File: config.mk
export PLATFORM = sky130hd
export DESIGN_NAME = rgb_pwm_encoder_flat
export DESIGN_NICKNAME = d
export VERILOG_FILES = /design/src/rtl/rgb_pwm_encoder_if.sv /design/src/rtl/rgb_pwm_encoder.sv /design/src/flat_wrapper.sv
export SDC_FILE = /design/constraint.sdc
export NUM_CORES = 1
export LEC_CHECK = 0
export BUFFER_PORTS_ARGS = -buffer_cell sky130_fd_sc_hd__buf_4
export CAP_MARGIN = 10
export CORE_MARGIN = 8
export CORE_UTILIZATION = 53
export DETAILED_ROUTE_END_ITERATION = 10
export HOLD_SLACK_MARGIN = 0.06
export PLACE_DENSITY_LB_ADDON = 0.3
export SYNTH_ARGS = -nofsm -noshare
export SYNTH_HDL_FRONTEND = slang
export SYNTH_SLANG_ARGS = --single-unit
File: constraint.sdc
create_clock -name clk -period 3.15 [get_ports clk]
set_clock_uncertainty 0.15 [all_clocks]
set_input_delay 0.4725 -clock clk [delete_from_list [all_inputs] [get_ports clk]]
set_output_delay 0.4725 -clock clk [all_outputs]
set_load 0.02 [all_outputs]
File: src/rtl/rgb_pwm_encoder_if.sv
// Duty-update bus between the colour sequencer (master) and rgb_pwm_encoder (slave).
interface rgb_pwm_encoder_if;
    logic [7:0] R_duty_in;
    logic [7:0] G_duty_in;
    logic [7:0] B_duty_in;
    logic       duty_valid;
    logic       duty_ack;

    modport master (
        output R_duty_in, G_duty_in, B_duty_in, duty_valid,
        input  duty_ack
    );

    modport slave (
        input  R_duty_in, G_duty_in, B_duty_in, duty_valid,
        output duty_ack
    );
endinterface

File: src/rtl/rgb_pwm_encoder.sv
// rgb_pwm_encoder: three-channel 8-bit PWM generator with frame-aligned,
// double-buffered duty updates.
// Optional build macro: RGB_PWM_ACTIVE_LOW_EN inverts pwm_r/pwm_g/pwm_b
// (common-anode LEDs); frame_start and duty_ack keep their polarity.
module rgb_pwm_encoder #(
    parameter int unsigned PRESCALE = 244
) (
    input  logic             clk,
    input  logic             rst,
    input  logic             en,
    rgb_pwm_encoder_if.slave duty_bus,
    output logic             pwm_r,
    output logic             pwm_g,
    output logic             pwm_b,
    output logic             frame_start
);
    localparam int unsigned DUTY_W = 8;
    localparam int unsigned RGB_W  = 3 * DUTY_W;
    localparam int unsigned PSC_W  = (PRESCALE > 1) ? $clog2(PRESCALE) : 1;
    localparam logic [PSC_W-1:0]  PSC_LAST  = PSC_W'(PRESCALE - 1);
    localparam logic [DUTY_W-1:0] PCNT_LAST = DUTY_W'(254);
`ifdef RGB_PWM_ACTIVE_LOW_EN
    localparam logic PWM_INVERT = 1'b1;
`else
    localparam logic PWM_INVERT = 1'b0;
`endif
    localparam logic [2:0] PWM_OFF = {3{PWM_INVERT}};

    // IDLE: disabled or just out of reset; RUN: a frame has been launched.
    typedef enum logic {
        ST_IDLE = 1'b0,
        ST_RUN  = 1'b1
    } state_t;

    state_t            state_q, state_d;
    logic [PSC_W-1:0]  psc_q, psc_d;
    logic [DUTY_W-1:0] pcnt_q, pcnt_d;
    logic [RGB_W-1:0]  pend_q, pend_d;
    logic [RGB_W-1:0]  active_q, active_d;
    logic              pend_flag_q, pend_flag_d;
    logic              counting_c, tick_c, boundary_c, frame_go_c, xfer_c;
    logic [2:0]        pwm_on_c;

    // State register.
    always_ff @(posedge clk) begin
        if (!rst) begin
            state_q <= ST_IDLE;
        end else begin
            state_q <= state_d;
        end
    end

    // Next state, counters, pending/active transfer and PWM compare.
    always_comb begin
        state_d     = state_q;
        psc_d       = psc_q;
        pcnt_d      = pcnt_q;
        pend_d      = pend_q;
        pend_flag_d = pend_flag_q;
        active_d    = active_q;
        pwm_on_c    = 3'b000;

        case (state_q)
            ST_IDLE: if (en)  state_d = ST_RUN;
            ST_RUN:  if (!en) state_d = ST_IDLE;
            default: state_d = ST_IDLE;
        endcase

        // The first enabled cycle only launches the frame, so the frame that
        // follows frame_start is a full 255 ticks long.
        counting_c = en && (state_q == ST_RUN);
        tick_c     = counting_c && (psc_q == PSC_LAST);
        boundary_c = tick_c && (pcnt_q == PCNT_LAST);
        frame_go_c = boundary_c || (en && (state_q == ST_IDLE));
        xfer_c     = pend_flag_q && (frame_go_c || !en);

        if (!counting_c) begin
            psc_d  = '0;
            pcnt_d = '0;
        end else if (tick_c) begin
            psc_d  = '0;
            pcnt_d = (pcnt_q == PCNT_LAST) ? '0 : pcnt_q + DUTY_W'(1);
        end else begin
            psc_d  = psc_q + PSC_W'(1);
        end

        if (xfer_c) begin
            active_d = pend_q;
        end

        // A write landing on the transfer cycle stays pending for the next frame.
        if (duty_bus.duty_valid) begin
            pend_d      = {duty_bus.R_duty_in, duty_bus.G_duty_in, duty_bus.B_duty_in};
            pend_flag_d = 1'b1;
        end else if (xfer_c) begin
            pend_flag_d = 1'b0;
        end

        // Compare against next-cycle counter and duty so the edge lands with the tick.
        pwm_on_c[2] = en && (pcnt_d < active_d[3*DUTY_W-1:2*DUTY_W]);
        pwm_on_c[1] = en && (pcnt_d < active_d[2*DUTY_W-1:DUTY_W]);
        pwm_on_c[0] = en && (pcnt_d < active_d[DUTY_W-1:0]);
    end

    // Datapath and output registers.
    always_ff @(posedge clk) begin
        if (!rst) begin
            psc_q                 <= '0;
            pcnt_q                <= '0;
            pend_q                <= '0;
            pend_flag_q           <= 1'b0;
            active_q              <= '0;
            {pwm_r, pwm_g, pwm_b} <= PWM_OFF;
            frame_start           <= 1'b0;
            duty_bus.duty_ack     <= 1'b0;
        end else begin
            psc_q                 <= psc_d;
            pcnt_q                <= pcnt_d;
            pend_q                <= pend_d;
            pend_flag_q           <= pend_flag_d;
            active_q              <= active_d;
            {pwm_r, pwm_g, pwm_b} <= pwm_on_c ^ PWM_OFF;
            frame_start           <= frame_go_c;
            duty_bus.duty_ack     <= xfer_c;
        end
    end
endmodule

File: src/flat_wrapper.sv
// flat-port wrapper written by rule: the top's interface ports become plain ports
module rgb_pwm_encoder_flat 
#(
    parameter int unsigned PRESCALE = 244
)
  (clk, rst, en, pwm_r, pwm_g, pwm_b, frame_start, duty_bus_R_duty_in, duty_bus_G_duty_in, duty_bus_B_duty_in, duty_bus_duty_valid, duty_bus_duty_ack);
  rgb_pwm_encoder_if duty_bus_i ();
  input  logic clk;
  input  logic rst;
  input  logic en;
  output logic pwm_r;
  output logic pwm_g;
  output logic pwm_b;
  output logic frame_start;
  input wire logic [$bits(duty_bus_i.R_duty_in)-1:0] duty_bus_R_duty_in;
  input wire logic [$bits(duty_bus_i.G_duty_in)-1:0] duty_bus_G_duty_in;
  input wire logic [$bits(duty_bus_i.B_duty_in)-1:0] duty_bus_B_duty_in;
  input wire logic [$bits(duty_bus_i.duty_valid)-1:0] duty_bus_duty_valid;
  output wire logic [$bits(duty_bus_i.duty_ack)-1:0] duty_bus_duty_ack;
  assign duty_bus_i.R_duty_in = duty_bus_R_duty_in;
  assign duty_bus_i.G_duty_in = duty_bus_G_duty_in;
  assign duty_bus_i.B_duty_in = duty_bus_B_duty_in;
  assign duty_bus_i.duty_valid = duty_bus_duty_valid;
  assign duty_bus_duty_ack = duty_bus_i.duty_ack;
  rgb_pwm_encoder #(.PRESCALE(PRESCALE)) u_core (.clk(clk), .rst(rst), .en(en), .duty_bus(duty_bus_i), .pwm_r(pwm_r), .pwm_g(pwm_g), .pwm_b(pwm_b), .frame_start(frame_start));
endmodule
== Word-level counts from Yosys, hierarchy flattened ==
Cells that the tools add are included.
Storage, ports and cells
  flip-flop bits (word level): 71
  latch bits: 0
  memory bits (writable): 0
  memory bits (read-only): 0
  logic and storage cells: 41
  memories kept: 0
Cells by class
  add/subtract/negate cells: 2
  multipliers: 0
  div/mod/pow operators: 0
  order comparisons: 3
  equality and inequality tests: 2
  shift-type cells: 0
  multiplexer cells: 7
  bitwise gates (word level): 3
  reductions and logical operators: 13
Operator list (count)
  < comparator 8 bit: 3
  two-way mux 24 bit: 1
  two-way mux 8 bit: 3
  adder 8 x 1 -> 8 bit (second input constant): 2
  equality test 8 bit (second input constant): 2
  logical AND 1 bit: 8
  two-way mux 1 bit: 3
  NOT 1 bit: 3
  OR reduction 3 bit: 1
  logical OR 1 bit: 2
  nonzero test 2 bit: 1
  zero test 1 bit: 1

== Logic depth before layout (Yosys ltp) ==
  depth after elaboration: 9
  gate-level depth with buffers: 12
  depth with buffers taken out: 11

== Least setup slack after synthesis ==
Ideal clock, no wire load.
  path kind: register -> register
  start point: reg u_core.psc_q[0]
  end point: reg u_core.pwm_r
  setup time: 0.087 ns
  arrival time: 2.932 ns
  slack: -0.019 ns
  cell stages (with the launch flop): 13
  path buffers: 2
  clock period less this slack: 3.169 ns
  path through: dfxtp_1 > ha_1 > nand4bb_1 > buf_6 > o41ai_4 > buf_6 > nand3_1 > and2_1 > ha_1 > a21o_1 > a2111oi_0 > nand2_1 > o31ai_1
Between the ends
  cells in the longest elaborated chain, start to end: 9
  elaborated cells between the ends (all ways): 11
  those cells by class: order compare: 1; eq/ne: 1; mux: 3; reduce/logical: 6
RTL lines
  start: declaration: line rgb_pwm_encoder.sv:36  | logic [PSC_W-1:0] psc_q, psc_d;
  start signal: assignment: line rgb_pwm_encoder.sv:117  | psc_q <= psc_d;
  equality test 8 bit (*): line rgb_pwm_encoder.sv:72  | tick_c = counting_c && (psc_q == PSC_LAST);
  logical AND 1 bit (*): line rgb_pwm_encoder.sv:72
  logical AND 1 bit: line rgb_pwm_encoder.sv:73  | boundary_c = tick_c && (pcnt_q == PCNT_LAST);
  logical OR 1 bit: line rgb_pwm_encoder.sv:74  | frame_go_c = boundary_c || (en && (state_q == ST_IDLE));
  logical OR 1 bit: line rgb_pwm_encoder.sv:75  | xfer_c = pend_flag_q && (frame_go_c || !en);
  logical AND 1 bit: line rgb_pwm_encoder.sv:75
  two-way mux 24 bit: line rgb_pwm_encoder.sv:87  | if (xfer_c) begin
  < comparator 8 bit (*): line rgb_pwm_encoder.sv:100  | pwm_on_c[2] = en && (pcnt_d < active_d[3*DUTY_W-1:2*DUTY_W]);
  logical AND 1 bit (*): line rgb_pwm_encoder.sv:100
  end signal: assignment: line rgb_pwm_encoder.sv:122  | {pwm_r, pwm_g, pwm_b} <= pwm_on_c ^ PWM_OFF;
  end: declaration: line rgb_pwm_encoder.sv:12  | output logic pwm_r,
Mark *: on every way between the ends. The rest lies on a longest branch, timed or not.
A chain may end at the register's enable or synchronous reset.

== Final worst setup path ==
  start point: reg u_core.psc_q[0]
  end point: reg u_core.pwm_r
Between the ends
  elaborated cells between the ends (all ways): 11
  those cells by class: order compare: 1; eq/ne: 1; mux: 3; reduce/logical: 6
RTL lines
  equality test 8 bit: line rgb_pwm_encoder.sv:72
  logical AND 1 bit: line rgb_pwm_encoder.sv:72
  two-way mux 8 bit: line rgb_pwm_encoder.sv:80  | end else if (tick_c) begin
  two-way mux 8 bit: line rgb_pwm_encoder.sv:77  | if (!counting_c) begin
  named net u_core.pcnt_d[7]: line rgb_pwm_encoder.sv:37  | logic [DUTY_W-1:0] pcnt_q, pcnt_d;
  < comparator 8 bit: line rgb_pwm_encoder.sv:100
  logical AND 1 bit: line rgb_pwm_encoder.sv:100
The timed path passes the listed nets, and every way through them passes these cells.

==> qor.yml <==
cts_tree: "yes"
via_count: 3055
grt_usage_pct: 17.6
required_ns: 3.26
crit_chain: "ha_4, and4bb_2, nand3_1, buf_4, o31ai_4, a311oi_4, ha_4, and4_4, a2111oi_4, nand2_1, o31ai_1"
critPathSlowestCell: "a311oi_4"
drv_slew: 0
grt_pass1_wl_um: 13900
cp.arrival_ns: 3.20
fp.dieW_um: 97.3
ys_types: 43
antenna_found_initial: 0
p_per_area_nw_per_um2: 438
row_count: 29
synthCells: 386
irDropWorstVdd_v: 0.000492
synth_fp_nets: 438
slew-limit-headroom_pct: 52.9
met3WireLength_um: 360
maxUsedRoutingLayer: "met4"
start_util_pct: 54.9
final_cells: 521
syn_to_final_growth_pct: 26.9
drt_iter0_markers: 213
setup_viol_count_final: 0
io_buffers: 32
finalCriticalPeriod_ns: 3.10
drtAntennaViolNets: 0
synth_area_leaders: "dfxtp_1 (41%), ha_1 (8.6%), mux2i_1 (6.8%), nor2_1 (5.1%), a21oi_1 (4.3%)"
dr.pass1.iters: 4
gp_congestion: 0.918
wl_per_cell_um: 17.0
hold_violations: 0
cpLargestDelayFamily: "compound AO/OA/AOI/OAI gates"
core_area_um2: 6390
timing_worst_setup_path_type: "flop to flop"
worst_pin_slew_ns: 0.700
path_buf_inv: 1
clockRootBuffer: "clkbuf_8"
placed_cells: 499
overflow: 0
critical_path.max_stage_delay_ns: 0.53
grt_max_degree: 52
grt_pass1_vias: 2987
yosys.area.top_type: "dfxtp_1"
clk_latency_ns: 0.35
ys_ff_latch: 71
critPathCaptureType: "flop"
cts_max_path_buffers: 2
dieHeight_um: 97.3
status: "completed"
leakagePower_nw: 1.74
timing.final.crit_share_pct: 98.3
avgSynthCellArea_um2: 9.09
fmax_mhz: 323
setup_ws_ns: 0.0539
seq_area_frac_synth_pct: 40.5
critPathMaxFanout: 6
syn_area_um2: 3510
hold_path.class: "input pin to flop"
setup_tns_ns: 0
cts_buffers: 9
routed_wl_um: 8870
clkTransAtPathRegs_ns: 0.08
diodes: 0
io_pins: 33
viasPerCell: 5.86
post-dp-hpwl_um: 5770
worstSetupStartpointType: "flop"
die-area_um2: 9480
nNetsFinal: 491
yosysTopAreaCellShare_pct: 40.5
htreeDepth: 3
postCtsHoldBufs: 0
layout-drive-gt1-share_pct: 25.0
remaining_drc_errors: 0
preCtsSetupSlack_ns: -0.186
wl_met1_um: 4060
maxCapViolCount: 0
dr_wl_met2_um: 4320
yosysWarningCount: 0
worst_path_most_repeated_cell: "ha_4"
clock-sinks: 71
cell usage in the layout, fill, tap and decap left out, types with 3 or more instances in the layout:
| cell type | n |
|---|---|
| dfxtp_1 | 69 |
| buf_4 | 54 |
| nor2_1 | 48 |
| a21oi_1 | 29 |
| nand3_1 | 26 |
| mux2i_1 | 24 |
| o21ai_0 | 23 |
| and2_1 | 17 |
| ha_1 | 15 |
| nand2_1 | 11 |
| clkbuf_8 | 9 |
| ha_4 | 7 |
| o211ai_1 | 6 |
| o31ai_1 | 6 |
| inv_1 | 5 |
| and2_4 | 5 |
| nand4_1 | 5 |
| buf_6 | 5 |
| nand3_2 | 4 |
| xnor2_1 | 4 |
| xor2_1 | 4 |
| and3_1 | 3 |
| nand2b_1 | 3 |
| o22a_1 | 3 |
| and3b_1 | 3 |
| o41ai_1 | 3 |
| a21o_1 | 3 |
| a2111oi_4 | 3 |
| a211oi_1 | 3 |
| o21a_1 | 3 |
| nor2b_1 | 3 |
tightest hold or removal path: stages:
cell and delay, ns:
buf_4 0.08, mux2i_1 0.05, nor2_1 0.07
synthesized netlist by cell type (all sizes together):
cell type	count
dfxtp	71
nor2	48
a21oi	30
nand3	30
ha	24
mux2i	24
o21ai	24
and2	22
nand2	11
clkbuf	10
buf	9
o31ai	8
nand4	6
o211ai	6
inv	5
and4	4
o41ai	4
xnor2	4
xor2	4
a2111oi	3
a211oi	3
a21o	3
and3	3
and3b	3
nand2b	3
nor2b	3
o21a	3
o22a	3
a311oi	2
nor3	2
nor4	2
or3	2
a31oi	1
a32oi	1
a41oi	1
and4bb	1
clkinv	1
nand4bb	1
or4	1
registers in the layout, indices dropped and copies added, names as in the netlist, 8 cells and up:
name,cells
u_core.pend_q,24
u_core.active_q,24
u_core.psc_q,8
u_core.pcnt_q,8
per-layer routing:
| metal | track usage (%) | vias up |
|---|---|---|
| met3 | 4.48 | 17 |
| met5 | 0 | - |
| met4 | 6.64 | 0 |
| met2 | 29.7 | 82 |
| met1 | 21.0 | 1445 |
| li1 | - | 1511 |
per-stage QoR:
step           utilization [%]  power [mW]  hold WS [ns]  cell area, µm²
3_3_place_gp              61.2        1.14         0.272            3910
4_1_cts                   65.0        1.94         0.200            4150
5_1_grt                   69.7        2.02         0.208            4450
6_report                  69.7        1.95         0.208            4450
3_5_place_dp              61.2        1.15         0.291            3910
2_1_floorplan                -        1.09         0.263            3510
path summary, 6_finish.rpt:
check | start | endpoint | slack, ns | cells after the start
hold / removal | duty_bus_R_duty_in[7] | u_core.pend_q[23]$_SDFFE_PN0P_ | 0.21 | 3
setup reg to reg | u_core.psc_q[0]$_SDFF_PP0_ | u_core.pwm_r$_SDFF_PN0_ | 0.05 | 11
hold reg to reg | u_core.psc_q[0]$_SDFF_PP0_ | u_core.psc_q[0]$_SDFF_PP0_ | 0.30 | 1
setup / recovery | u_core.psc_q[0]$_SDFF_PP0_ | u_core.pwm_r$_SDFF_PN0_ | 0.05 | 11
kinds of logic after synthesis:
kind of cell | share of synthesized area, %
AND/OR/NAND/NOR | 21.2
adder cells (fa/ha/maj) | 8.56
AO/OA/AOI/OAI | 16.8
flip-flops | 40.5
multiplexers | 6.85
buffers and inverters | 4.07
XOR/XNOR | 2.00
power by group:
group	internal [mW]	leakage (nW)	switching, mW	total (mW)
Clock	0.443	0.102	0.354	0.797
Sequential	0.931	0.581	0.0166	0.948
Combinational	0.0995	1.06	0.107	0.207
area by class of cell:
class	count	area, µm²
multi-input cells	290	2200
fillers	501	1930
flip-flops and latches	71	1420
repair buffers	61	497
clock buffers	10	128
well taps	77	96.3
clock inverters	6	85.1
inverters	6	22.5
what timing repair did:
item                                    4_1_cts  5_1_grt
endpoints found under the setup margin        3        3
cloned                                        0        2
pin swaps                                     0       14
setup buffers                                 0        5
resized for setup                             7       44
Note: power is estimated with default switching activity, not from simulation.
